==> config.mk <==
export PLATFORM = sky130hd
export DESIGN_NAME = vga_timing_gen
export DESIGN_NICKNAME = d
export VERILOG_FILES = /design/src/rtl/vga_pkg.sv /design/src/rtl/pix_ce_div.sv /design/src/rtl/vga_timing_gen.sv
export SDC_FILE = /design/constraint.sdc
export NUM_CORES = 1
export LEC_CHECK = 0
export ABC_AREA = 1
export BUFFER_PORTS_ARGS = -buffer_cell sky130_fd_sc_hd__buf_2
export CELL_PAD_IN_SITES_DETAIL_PLACEMENT = 0
export CELL_PAD_IN_SITES_GLOBAL_PLACEMENT = 1
export CORE_ASPECT_RATIO = 1.75
export CORE_MARGIN = 2
export CORE_UTILIZATION = 37
export CTS_CLUSTER_SIZE = 14
export DETAILED_ROUTE_END_ITERATION = 7
export GPL_TIMING_DRIVEN = 1
export PLACE_DENSITY = 0.76
export SLEW_MARGIN = 5
export SYNTH_ARGS = -nofsm -noshare
export SYNTH_HDL_FRONTEND = slang
export SYNTH_HIERARCHICAL = 1
export SYNTH_SLANG_ARGS = --single-unit
==> constraint.sdc <==
create_clock -name clk -period 1.5 [get_ports clk]
set_clock_uncertainty 0.15 [all_clocks]
set_input_delay 0 -clock clk [delete_from_list [all_inputs] [get_ports clk]]
set_output_delay 0 -clock clk [all_outputs]
set_load 0.03 [all_outputs]
==> src/rtl/vga_pkg.sv <==
`default_nettype none
// ============================================================================
//  Module   : vga_pkg
//  Purpose  : 640x480@60 timing constants, RGB332 colour-bar palette and the
//             helpers shared by the VGA timing path.
//  Revision : 1.0 - initial release
// ============================================================================
package vga_pkg;

    // 640x480@60 horizontal timing, in pixels
    localparam int unsigned c_H_ACTIVE = 640;
    localparam int unsigned c_H_FP     = 16;
    localparam int unsigned c_H_SYNC   = 96;
    localparam int unsigned c_H_BP     = 48;

    // 640x480@60 vertical timing, in lines
    localparam int unsigned c_V_ACTIVE = 480;
    localparam int unsigned c_V_FP     = 10;
    localparam int unsigned c_V_SYNC   = 2;
    localparam int unsigned c_V_BP     = 33;

    // RGB332 colour bars, left to right
    localparam logic [7:0] c_BAR_WHITE   = 8'hFF;
    localparam logic [7:0] c_BAR_YELLOW  = 8'hFC;
    localparam logic [7:0] c_BAR_CYAN    = 8'h1F;
    localparam logic [7:0] c_BAR_GREEN   = 8'h1C;
    localparam logic [7:0] c_BAR_MAGENTA = 8'hE3;
    localparam logic [7:0] c_BAR_RED     = 8'hE0;
    localparam logic [7:0] c_BAR_BLUE    = 8'h03;
    localparam logic [7:0] c_BAR_BLACK   = 8'h00;

    // Full period of one axis: visible + front porch + sync + back porch
    function automatic int unsigned timing_total(
        input int unsigned active,
        input int unsigned fp,
        input int unsigned sync,
        input int unsigned bp
    );
        return active + fp + sync + bp;
    endfunction

    // Palette lookup for the 3-bit bar index
    function automatic logic [7:0] bar_colour(input logic [2:0] idx);
        logic [7:0] colour;
        case (idx)
            3'd0:    colour = c_BAR_WHITE;
            3'd1:    colour = c_BAR_YELLOW;
            3'd2:    colour = c_BAR_CYAN;
            3'd3:    colour = c_BAR_GREEN;
            3'd4:    colour = c_BAR_MAGENTA;
            3'd5:    colour = c_BAR_RED;
            3'd6:    colour = c_BAR_BLUE;
            default: colour = c_BAR_BLACK;
        endcase
        return colour;
    endfunction

endpackage : vga_pkg
`default_nettype wire

==> src/rtl/pix_ce_div.sv <==
`default_nettype none
// ============================================================================
//  Module   : pix_ce_div
//  Purpose  : Clock-enable divider; pix_ce is high for one clk out of every
//             DIV clks. With DIV = 1 the enable is permanently high.
//  Revision : 1.0 - initial release
// ============================================================================
module pix_ce_div
    import vga_pkg::*;
#(
    parameter int unsigned DIV = 4
) (
    input  logic clk,
    input  logic rst_n,
    output logic pix_ce
);

    // A one-bit counter is kept for DIV = 1; it never leaves zero.
    localparam int unsigned      c_W    = (DIV > 1) ? $clog2(DIV) : 1;
    localparam logic [c_W-1:0]   c_LAST = c_W'(DIV - 1);

    logic [c_W-1:0] r_div_cnt;

    // Free-running 0..DIV-1 counter
    always_ff @(posedge clk or negedge rst_n) begin
        if (!rst_n) begin
            r_div_cnt <= '0;
        end else if (r_div_cnt == c_LAST) begin
            r_div_cnt <= '0;
        end else begin
            r_div_cnt <= r_div_cnt + 1'b1;
        end
    end

    assign pix_ce = (r_div_cnt == c_LAST);

endmodule : pix_ce_div
`default_nettype wire

==> src/rtl/vga_timing_gen.sv <==
`default_nettype none
// ============================================================================
//  Module   : vga_timing_gen
//  Purpose  : Parametrised VGA timing generator and pixel output stage.
//             Produces pixel enable, h/v counters, renderer coordinates,
//             polarity-configurable syncs and blanked, registered RGB332
//             with an optional internal 8-bar test pattern.
//  Revision : 1.0 - initial release
// ============================================================================
module vga_timing_gen
    import vga_pkg::*;
#(
    parameter int unsigned CLK_DIV  = 4,
    parameter int unsigned H_ACTIVE = c_H_ACTIVE,
    parameter int unsigned H_FP     = c_H_FP,
    parameter int unsigned H_SYNC   = c_H_SYNC,
    parameter int unsigned H_BP     = c_H_BP,
    parameter int unsigned V_ACTIVE = c_V_ACTIVE,
    parameter int unsigned V_FP     = c_V_FP,
    parameter int unsigned V_SYNC   = c_V_SYNC,
    parameter int unsigned V_BP     = c_V_BP,
    parameter bit          HS_POL   = 1'b0,
    parameter bit          VS_POL   = 1'b0,
    parameter int unsigned CW       = 10
) (
    input  logic          clk,
    input  logic          rst_n,
    input  logic          pattern_en,
    input  logic [7:0]    pix_in,
    output logic [CW-1:0] x,
    output logic [CW-1:0] y,
    output logic          active,
    output logic          pix_ce,
    output logic          line_start,
    output logic          frame_start,
    output logic [2:0]    vgaRed,
    output logic [2:0]    vgaGreen,
    output logic [1:0]    vgaBlue,
    output logic          Hsync,
    output logic          Vsync
);

    localparam int unsigned c_H_TOTAL  = timing_total(H_ACTIVE, H_FP, H_SYNC, H_BP);
    localparam int unsigned c_V_TOTAL  = timing_total(V_ACTIVE, V_FP, V_SYNC, V_BP);
    localparam int unsigned c_BAR_W    = H_ACTIVE / 8;
    localparam int unsigned c_HS_START = H_ACTIVE + H_FP;
    localparam int unsigned c_HS_END   = c_HS_START + H_SYNC;
    localparam int unsigned c_VS_START = V_ACTIVE + V_FP;
    localparam int unsigned c_VS_END   = c_VS_START + V_SYNC;

    logic          w_pix_ce;
    logic [CW-1:0] r_h_cnt;
    logic [CW-1:0] r_v_cnt;
    logic          w_h_last;
    logic          w_v_last;
    logic          w_active;
    logic          w_hs_raw;
    logic          w_vs_raw;
    logic [CW-1:0] r_bar_sub;
    logic [2:0]    r_bar_idx;
    logic          w_bar_last;
    logic [7:0]    w_colour;
    logic [7:0]    r_rgb;
    logic          r_hs;
    logic          r_vs;

    pix_ce_div #(
        .DIV    (CLK_DIV)
    ) u_pix_ce_div (
        .clk    (clk),
        .rst_n  (rst_n),
        .pix_ce (w_pix_ce)
    );

    // Comparisons are done at 32 bits so end-of-window values equal to
    // 2^CW (zero back porch) cannot alias onto small counts.
    assign w_h_last   = (32'(r_h_cnt) == c_H_TOTAL - 1);
    assign w_v_last   = (32'(r_v_cnt) == c_V_TOTAL - 1);
    assign w_active   = (32'(r_h_cnt) < H_ACTIVE) && (32'(r_v_cnt) < V_ACTIVE);
    assign w_hs_raw   = (32'(r_h_cnt) >= c_HS_START) && (32'(r_h_cnt) < c_HS_END);
    assign w_vs_raw   = (32'(r_v_cnt) >= c_VS_START) && (32'(r_v_cnt) < c_VS_END);
    assign w_bar_last = (32'(r_bar_sub) == c_BAR_W - 1);

    // Horizontal and vertical position counters, stepped once per pixel
    always_ff @(posedge clk or negedge rst_n) begin
        if (!rst_n) begin
            r_h_cnt <= '0;
            r_v_cnt <= '0;
        end else if (w_pix_ce) begin
            if (w_h_last) begin
                r_h_cnt <= '0;
                if (w_v_last) begin
                    r_v_cnt <= '0;
                end else begin
                    r_v_cnt <= r_v_cnt + 1'b1;
                end
            end else begin
                r_h_cnt <= r_h_cnt + 1'b1;
            end
        end
    end

    // Bar index tracks h_cnt in BAR_W-pixel steps; zero whenever h_cnt is zero.
    // It keeps counting through blanking, where the colour is masked anyway.
    always_ff @(posedge clk or negedge rst_n) begin
        if (!rst_n) begin
            r_bar_sub <= '0;
            r_bar_idx <= '0;
        end else if (w_pix_ce) begin
            if (w_h_last) begin
                r_bar_sub <= '0;
                r_bar_idx <= '0;
            end else if (w_bar_last) begin
                r_bar_sub <= '0;
                r_bar_idx <= r_bar_idx + 1'b1;
            end else begin
                r_bar_sub <= r_bar_sub + 1'b1;
            end
        end
    end

    assign w_colour = pattern_en ? bar_colour(r_bar_idx) : pix_in;

    // Output register: syncs and colour share one stage so they stay aligned
    always_ff @(posedge clk or negedge rst_n) begin
        if (!rst_n) begin
            r_rgb <= 8'h00;
            r_hs  <= ~HS_POL;
            r_vs  <= ~VS_POL;
        end else if (w_pix_ce) begin
            r_rgb <= w_active ? w_colour : 8'h00;
            r_hs  <= w_hs_raw ? HS_POL : ~HS_POL;
            r_vs  <= w_vs_raw ? VS_POL : ~VS_POL;
        end
    end

    assign x           = r_h_cnt;
    assign y           = r_v_cnt;
    assign active      = w_active;
    assign pix_ce      = w_pix_ce;
    assign line_start  = w_pix_ce && (r_h_cnt == '0);
    assign frame_start = w_pix_ce && (r_h_cnt == '0) && (r_v_cnt == '0);
    assign vgaRed      = r_rgb[7:5];
    assign vgaGreen    = r_rgb[4:2];
    assign vgaBlue     = r_rgb[1:0];
    assign Hsync       = r_hs;
    assign Vsync       = r_vs;

endmodule : vga_timing_gen
`default_nettype wire
==> After elaboration in Yosys (flattened, before gate mapping) <==
Index checks and enable logic that the tools add are counted.
{ "classes": {"add_sub_neg": 5, "multipliers": 0, "div_mod_pow": 0, "order_cmp": 6, "n_eq_ne": 10, "shift": 0, "n_mux": 12, "n_bitwise": 0, "n_reduce_logical": 11} }
{ "op_table": {"columns": ["cell", "count"], "rows": [
  ["case mux 8 bit (7 select lines)", 1],
  ["2-to-1 mux 10 bit", 4],
  ["adder 10 x 1 -> 10 bit (second input constant)", 3],
  ["== test 10 bit (second input constant)", 2],
  ["logical NOT 10 bit", 2],
  ["less-than comparator 10 bit (second input constant)", 2],
  ["less-than comparator 10 x 9 -> 1 bit (second input constant)", 2],
  ["2-to-1 mux 8 bit", 2],
  ["== test 10 x 7 -> 1 bit (second input constant)", 1],
  ["greater-or-equal comparator 10 bit (second input constant)", 1],
  ["greater-or-equal comparator 10 x 9 -> 1 bit (second input constant)", 1],
  ["== test 3 bit (second input constant)", 3],
  ["== test 3 x 2 -> 1 bit (second input constant)", 2],
  ["2-to-1 mux 3 bit", 2],
  ["logical AND 1 bit", 5],
  ["AND reduction 2 bit", 2],
  ["adder 3 x 1 -> 3 bit (second input constant)", 1],
  ["== test 3 x 1 -> 1 bit (second input constant)", 1],
  ["logical NOT 3 bit", 1],
  ["adder 2 x 1 -> 2 bit (second input constant)", 1],
  ["== test 2 bit (second input constant)", 1],
  ["2-to-1 mux 1 bit", 2],
  ["2-to-1 mux 2 bit", 1],
  ["nonzero test 2 bit", 1]
]} }
{ "totals": {"reg_bits": 45, "latchBits": 0, "ramBits": 0, "mem_bits_ro": 0, "out_inout_bits": 34, "memories": 0} }

==> Longest topological paths before layout <==
Gate-level depths: netlist of the first run.
{ "depth": {"depth_word": 4, "depth_mapped": 8, "ltp_nobuf": 8} }

==> Hierarchy <==
Netlist of the first run, hierarchy kept.
{ "modules_own_cells": {"columns": ["mod", "instances", "cells_per_inst", "area_each_um2", "seq_area_each_um2"], "rows": [
  ["vga_timing_gen", 1, 340, 2590.0, 1078.5],
  ["pix_ce_div", 1, 4, 66.3, 50.0]
]} }

==> Worst setup path after synthesis of the first run <==
No wires, ideal clock.
{ "synth_timing": {"path_kind": "register -> output", "startpoint": "reg u_pix_ce_div.r_div_cnt[0]", "endpoint": "out frame_start", "t_arrival_ns": 1.957, "setup_slack_ns": -0.607, "stages_incl_launch_ff": 6, "path_cell_list": "dfrtp_1 -> ha_1 -> clkinv_1 -> nor2_1 -> nand3_1 -> nor3_1"} }
{ "synth_via": {"elab_chain_len": 3} }
{ "synth_rtl": {"columns": ["element", "line", "rtl"], "rows": [
  ["start: declaration", "pix_ce_div.sv:22", "logic [c_W-1:0] r_div_cnt;"],
  ["start signal: assignment", "pix_ce_div.sv:31", "r_div_cnt <= r_div_cnt + 1'b1;"],
  ["== test 2 bit", "pix_ce_div.sv:35", "assign pix_ce = (r_div_cnt == c_LAST);"],
  ["via pix_ce", "vga_timing_gen.sv:33", "output logic pix_ce,"],
  ["logical AND 1 bit (2 in a row)", "vga_timing_gen.sv:142", "assign frame_start = w_pix_ce && (r_h_cnt == '0) && (r_v_cnt == '0);"],
  ["end: declaration", "vga_timing_gen.sv:35", "output logic frame_start,"]
]} }
The timed path passes the listed nets, and every way through them passes these cells.

==> Worst setup path after layout of the first run <==
{ "layout_timing": {"startpoint": "reg u_pix_ce_div.r_div_cnt[0]", "endpoint": "out frame_start"} }
{ "layout_via": {"elab_chain_len": 3} }
{ "layout_rtl": {"columns": ["element", "line"], "rows": [
  ["== test 2 bit", "pix_ce_div.sv:35"],
  ["logical AND 1 bit (2 in a row)", "vga_timing_gen.sv:142"]
]} }
No other way between the ends.

==> flow_summary_export.csv, run 1 <==
group,metric,value,unit
run_status,run_status,"complete, but fails checks",
run_status,violations,"negative setup slack",
critical_path,r2r_slack,-180,ps
global_routing,grt-ovfl-total,0,
sta,timing.final.ws_setup,-203,ps
clocking,cts_buffer_depth,2,
critical_path,critPathArrivalTime,1550,ps
critical_path,r2r_end,"x[3]$_DFFE_PN0P_",
global_routing,grtUsageTotal,22.8,%
critical_path,regToRegStartpoint,"x[0]$_DFFE_PN0P_",
hold_path,min-delay-path-class,"input pin to async pin",
drt,viasPerCell,4.98,
clocking,cts_tree,"built",
synth,syn_inst,344,
floorplanning,die_w,68.1,µm
power,power.share.clock,45.4,%
placed_design,dpl.hpwl,5670,µm
critical_path,critPathLaunchType,"register",
sta,rsz0062_at_grt,"yes",
floorplanning,fp-row-count,40,
clocking,path_clk_slew,60,ps
drt,wl_met2,5020,µm
sta,tightest_slew,415,ps
drt,drt_iter0_markers,135,
sta,holdWs,24.7,ps
drt,wl_met3,169,µm
clocking,cts_max_level,2,
floorplanning,dieArea,0.00790,mm²
finish,syn2layout_area_growth,70.8,%
sta,timing.slew.headroom,72.3,%
floorplanning,coreArea,0.00691,mm²
critical_path,rr_worst_depth,9,
placed_design,port_buffers,44,
floorplanning,ios,45,
floorplanning,die_y,116,µm
critical_path,worst_setup_path_end_kind,"output port",
drt,wl,8530,µm
power,intPower,0.00194,W
critical_path,crit_required,1350,ps
sta,slew_violations,0,
clocking,clkLatencyLatePin,290,ps
critical_path,path_max_fanout,4,
drt,drcViolationCount,0,
drt,dr.pass1.iters,4,
power,p_sw_share,21.6,%
synth,syn-cell-area,0.00266,mm²
sta,hold_viol_final,0,
synth,synth_area_leaders,"dfrtp_1, nand2_1, nor2_1",
synth,ys_types,30,
floorplanning,start_util,38.5,%
critical_path,worstSetupPathType,"register to output port",
global_routing,antenna_found_initial,0,
synth,syn_nets,366,
drt,maxUsedRoutingLayer,"met4",
clocking,cts_made_buffers,5,
placed_design,place_congestion,0.839,
power,p_per_area,544,mW/mm²
synth,synth.avg_cell_area,7.72,µm²
global_routing,grt_max_degree,18,
finish,final_cell_mix,"nand2_1, buf_4, buf_2",
finish,antenna_cells,0,
global_routing,grt_pass1_wl,13500,µm
drt,num_vias,2793,
sta,post-route-period-util,114,%
sta,clock.fmax,0.587,GHz
synth,ys_seq_area_share,42.5,%
flow_run,drv_cap,0,
sta,fin_tns_setup,-4120,ps
drt,wl_per_cell,15.2,µm
power,power_frac_seq,49.9,%
synth,ys_warn_count,6,
power,ir_drop,0.000557,V
drt,drtAntennaViolNets,0,
finish,drive_gt1_share,52.4,%
power,p_sw,0.000535,W
synth,synth_top_area_cell,"dfrtp_1",
finish,layout_commonest_cell,"nand2_1",
power,pwr-share-comb,4.7,%
power,power_leakage,2.16,nW
clocking,cts-root-buf,"clkbuf_16",
global_routing,grt_pass1_vias,2816,
finish,nets,498,
sta,layout_min_cycle_time,1700,ps
synth,synth-seq-cells,45,
drt,met1Wirelength,3150,µm
clocking,clkSinkCount,45,
synth,yosysTopAreaCellShare,40.5,%
sta,setup_viol,42,
==> critical path: stages, from the launching register on <==
cell and delay (ps):
dfrtp_1 400, ha_4 200, buf_12 120, clkinv_8 40, nor2_4 100, nand3_4 100, nor3_4 140, buf_6 150
==> synthesized netlist by cell type <==
library cell,instances
o21bai_1,2
clkinv_1,1
o2111ai_1,3
nand4_1,12
a21oi_1,1
nor3_1,8
buf_4,1
nand2_1,85
nor3_2,3
nand4_2,3
xnor2_1,4
nand2_2,2
nand3b_1,5
o21ai_2,2
buf_6,1
dfstp_2,2
clkbuf_1,2
o22ai_1,1
nor2_4,3
xor2_1,8
o21ai_0,18
ha_1,11
o21ai_1,4
nor2_1,48
inv_1,43
dfrtp_1,43
nand3_1,22
nand3_2,1
nor2_2,2
buf_2,3
==> layer usage <==
metal  GRT usage, %  up-vias
met3           2.91       15
met4           7.47        0
met5              0        -
met2           42.1       48
met1           26.1     1357
li1               -     1373
==> state kept, by name, summed over array words and instances, names as in the netlist <==
name                    flops
y                          10
r_bar_idx                   3
u_pix_ce_div/r_div_cnt      2
Hsync                       1
r_rgb                       8
r_bar_sub                  10
x                          10
Vsync                       1
==> final cells by class <==
cell class / count / area [µm²]
Fill cell: 570 / 2370
Multi-Input combinational cell: 248 / 1860
Sequential cell: 45 / 1140
Timing Repair Buffer: 132 / 1100
Inverter: 44 / 178
Clock buffer: 8 / 146
Tap cell: 84 / 105
==> cells by family (layout without fill, tap and decap cells) <==
kind of cell             count (synthesis)  count (layout)  synth area share (%)
flip-flops                              45              45                  42.5
XOR/XNOR                                12              12                  3.96
buffers and inverters                   51             184                  7.77
adder cells (fa/ha/maj)                 11              11                  5.18
AO/OA/AOI/OAI                           31              31                  6.78
AND/OR/NAND/NOR                        194             194                  33.8
==> power groups by stage <==
| stage | Combinational [W] | Sequential, W | Clock [W] |
|---|---|---|---|
| final | 0.000117 | 0.00123 | 0.00112 |
| after global routing | 0.000129 | 0.00123 | 0.00119 |
| after CTS | 0.000114 | 0.00123 | 0.00114 |
| after detailed placement | 0.0000933 | 0.00125 | 0 |
| after global placement | 0.0000925 | 0.00125 | 0 |
| after floorplan | 0.0000123 | 0.00128 | 0 |
==> repair_timing <==
action,4_1_cts,5_1_grt
gates resized for setup,94,84
endpoints found under the setup margin,34,46
setup buffers,23,8
hold endpoints to repair,52,0
hold buffers,10,0
cloned,2,0
pin swaps,40,47
==> through the flow <==
step	util [%]	instances	cell area, µm²	total power (W)	setup slack [ps]
after floorplan	-	344	2730	0.00129	-64.4
after global placement	49.0	513	3380	0.00135	-67.5
after detailed placement	49.0	513	3380	0.00135	-110
after CTS	60.9	555	4200	0.00249	-232
after global routing	65.7	561	4540	0.00255	-300
final	65.7	561	4540	0.00247	-203
==> how the worst max path moves through the flow <==
stage                                                    from               end  slack [ps]  depth (start not counted)
final                     u_pix_ce_div/r_div_cnt[0]$_DFF_PN0_       frame_start        -200                          7
after global routing                         y[0]$_DFFE_PN0P_       frame_start        -300                          7
after CTS                                    y[0]$_DFFE_PN0P_       frame_start        -230                          7
after detailed placement  u_pix_ce_div/r_div_cnt[0]$_DFF_PN0_  x[9]$_DFFE_PN0P_        -110                          7
after global placement    u_pix_ce_div/r_div_cnt[0]$_DFF_PN0_  x[9]$_DFFE_PN0P_         -70                          7
after floorplan                              x[0]$_DFFE_PN0P_  y[5]$_DFFE_PN0P_         -60                          7
Note: power is estimated with default switching activity, not from simulation.
==> run 2: changes to the inputs <==
SYNTH_HIERARCHICAL = unset   (was 1)
==> run 2 against run 1 <==
Net effect:
- the flow still finishes with violations (negative setup slack)
- clock-buffer cell count down 2
- worst setup slack got worse by 77 ps
- clock power rose by 18%
- critical endpoint unchanged
- flip-flop and latch count unchanged
- highest routed layer unchanged
- final area fell by 1.9%
==> flow_summary_export.csv, run 2 <==
group,metric,value,unit
critical_path,crit_cells,6,
sta,hold_viol_final,0,
critical_path,critPathLaunchType,"register",
synth,synth.avg_cell_area,7.43,µm²
global_routing,grt_pass1_wl,12400,µm
sta,holdWs,77.2,ps
critical_path,crit_path_max_incr_delay,440,ps
critical_path,crit_required,1350,ps
critical_path,crit_slowest_cell,"dfrtp_2",
clocking,cts_made_buffers,5,
critical_path,cp_cell_sequence,"inv_2 -> ha_4 -> nand3_4 -> nor3_4 -> nor3b_4 -> buf_6",
drt,maxUsedRoutingLayer,"met4",
sta,timing.slew.headroom,82.3,%
clocking,cts_tree,"built",
clocking,clkSinkCount,45,
drt,met1Wirelength,2890,µm
floorplanning,ios,45,
sta,clock.fmax,0.562,GHz
finish,final_cells,569,
floorplanning,fp-row-count,40,
synth,async_reset_ff_share,100,%
drt,viasPerCell,4.97,
synth,synth-seq-cells,45,
critical_path,r2r_end,"x[8]$_DFFE_PN0P_",
critical_path,critical-path-top-delay-family,"simple AND/OR/NAND/NOR gates",
power,power_leakage,2.18,nW
clocking,cts_max_level,2,
clocking,cts_buffer_depth,2,
critical_path,critPathBufInv,2,
synth,ys.flop_type,"dfrtp_1",
finish,fillers,573,
finish,drive_gt1_share,54.4,%
power,p_per_area,600,mW/mm²
clocking,cts-root-buf,"clkbuf_16",
drt,drcViolationCount,0,
sta,post-route-period-util,119,%
critical_path,r2r_slack,-220,ps
sta,timing.final.ws_setup,-280,ps
placed_design,port_buffers,44,
placed_design,place_congestion,0.890,
synth,ys_types,32,
hold_path,min-delay-path-class,"input pin to async pin",
clocking,clkLatencyLatePin,290,ps
critical_path,regToRegStartpoint,"u_pix_ce_div.r_div_cnt[0]$_DFF_PN0_",
drt,wl_met2,4950,µm
floorplanning,die_w,67.7,µm
drt,drtAntennaViolNets,0,
critical_path,worstSetupPathType,"register to output port",
critical_path,path_max_fanout,4,
global_routing,grtUsageTotal,21.2,%
drt,wl,8290,µm
synth,synth_top_area_cell,"dfrtp_1",
global_routing,grt_max_degree,46,
synth,ys_warn_count,0,
floorplanning,start_util,38.4,%
placed_design,dpl.hpwl,5750,µm
synth,syn-cell-area,0.00263,mm²
sta,tightest_slew,263,ps
sta,slew_violations,0,
finish,antenna_cells,0,
critical_path,endpoint,"frame_start",
synth,yosys-top-cells-count,"nand2_1, inv_1, dfrtp_1",
sta,setup_viol,37,
run_status,violations,"negative setup slack",
global_routing,antenna_found_initial,0,
sta,rsz0062_at_grt,"yes",
run_status,run_status,"complete, but fails checks",
synth,syn_inst,354,
drt,dr.pass1.iters,4,
synth,synth_most_common_cell,"nand2_1",
critical_path,worst_setup_path_end_kind,"output port",
synth,yosysTopAreaCellShare,40.9,%
clocking,path_clk_slew,60,ps
sta,layout_min_cycle_time,1780,ps
floorplanning,dieArea,0.00782,mm²
global_routing,grt_pass1_vias,2733,
floorplanning,coreArea,0.00686,mm²
synth,ys_seq_area_share,42.9,%
synth,synth_edf_count,0,
placed_design,placed_cells,527,
finish,nets,506,
power,ir_drop,0.000659,V
synth,synth_area_leaders,"dfrtp_1, nand2_1, inv_1",
critical_path,rr_worst_depth,10,
finish,final_cell_mix,"nand2_1, buf_4, buf_2",
drt,drt_iter0_markers,98,
placed_design,pre_cts_slack,-102,ps
finish,syn2layout_area_growth,69.3,%
critical_path,startpoint,"x[0]$_DFFE_PN0P_",
global_routing,grt-ovfl-total,0,
floorplanning,die_y,116,µm
flow_run,drv_cap,0,
drt,wl_per_cell,14.6,µm
critical_path,critPathArrivalTime,1630,ps
synth,syn_nets,376,
power,power,0.00267,W
drt,wl_met3,235,µm
finish,layout_commonest_cell,"nand2_1",
drt,num_vias,2829,
-- run 2: changes by cell type after synthesis, sizes merged, moves of 5 or more --
| cell | change |
|---|---|
| o21ai | +7 |
| nand2 | +5 |
| inv | +9 |
| nor2 | -8 |
-- run 2: metal layers --
metal	global-route usage (%)	vias up
met5	0	-
met4	8.44	0
met3	3.69	18
met2	40.8	55
met1	21.4	1358
li1	-	1398
-- run 2: power by group --
group          switching [W]  internal [W]
clock               0.000487      0.000832
sequential        0.00000560       0.00122
combinational      0.0000739     0.0000496
total               0.000566       0.00211
-- run 2: stage by stage --
| step | utilization [%] | setup TNS (ps) | cell area (µm²) |
|---|---|---|---|
| floorplan | - | -529 | 2760 |
| global placement | 50.3 | -466 | 3450 |
| detailed placement | 50.3 | -909 | 3450 |
| CTS | 56.8 | -1850 | 3890 |
| global route | 64.9 | -6430 | 4450 |
| finish | 64.9 | -3600 | 4450 |
-- run 2: worst min path at each step --
stage          startpoint                  endpoint
2_1_floorplan       rst_n  r_bar_idx[0]$_DFFE_PN0P_
3_3_place_gp        rst_n          y[5]$_DFFE_PN0P_
3_5_place_dp        rst_n          y[5]$_DFFE_PN0P_
4_1_cts             rst_n          y[4]$_DFFE_PN0P_
5_1_grt             rst_n          x[3]$_DFFE_PN0P_
6_report            rst_n          x[4]$_DFFE_PN0P_
-- run 2: cell type report --
type / count / area [µm²] / area share, %
clock buffer: 6 / 139 / 3.12
tap: 84 / 105 / 2.36
inverter: 52 / 205 / 4.61
clock inverter: 2 / 37.5 / 0.843
timing repair buffer: 131 / 1050 / 23.6
multi-input combinational: 249 / 1760 / 39.5
sequential: 45 / 1150 / 25.9
-- run 2: repair_timing --
action / in CTS / in global routing
pin swaps: 15 / 40
hold endpoints to repair: 53 / 0
setup endpoints to repair: 26 / 45
buffers inserted: 7 / 17
gates cloned: 0 / 1
gates resized for setup: 37 / 133
hold buffers: 12 / 0
-- run 2: worst min-delay path: stages --
cell and delay, ps:
dlygate4sd3_1 520, buf_2 120, buf_12 250
-- run 2: kinds of logic after synthesis --
kind of cell	count (synthesis)	share of synthesized area, %
xor+xnor	7	2.33
fa+ha+maj	11	5.23
compound gates	38	7.52
simple gates	193	32.6
buf+inv	60	9.37
flops	45	42.9
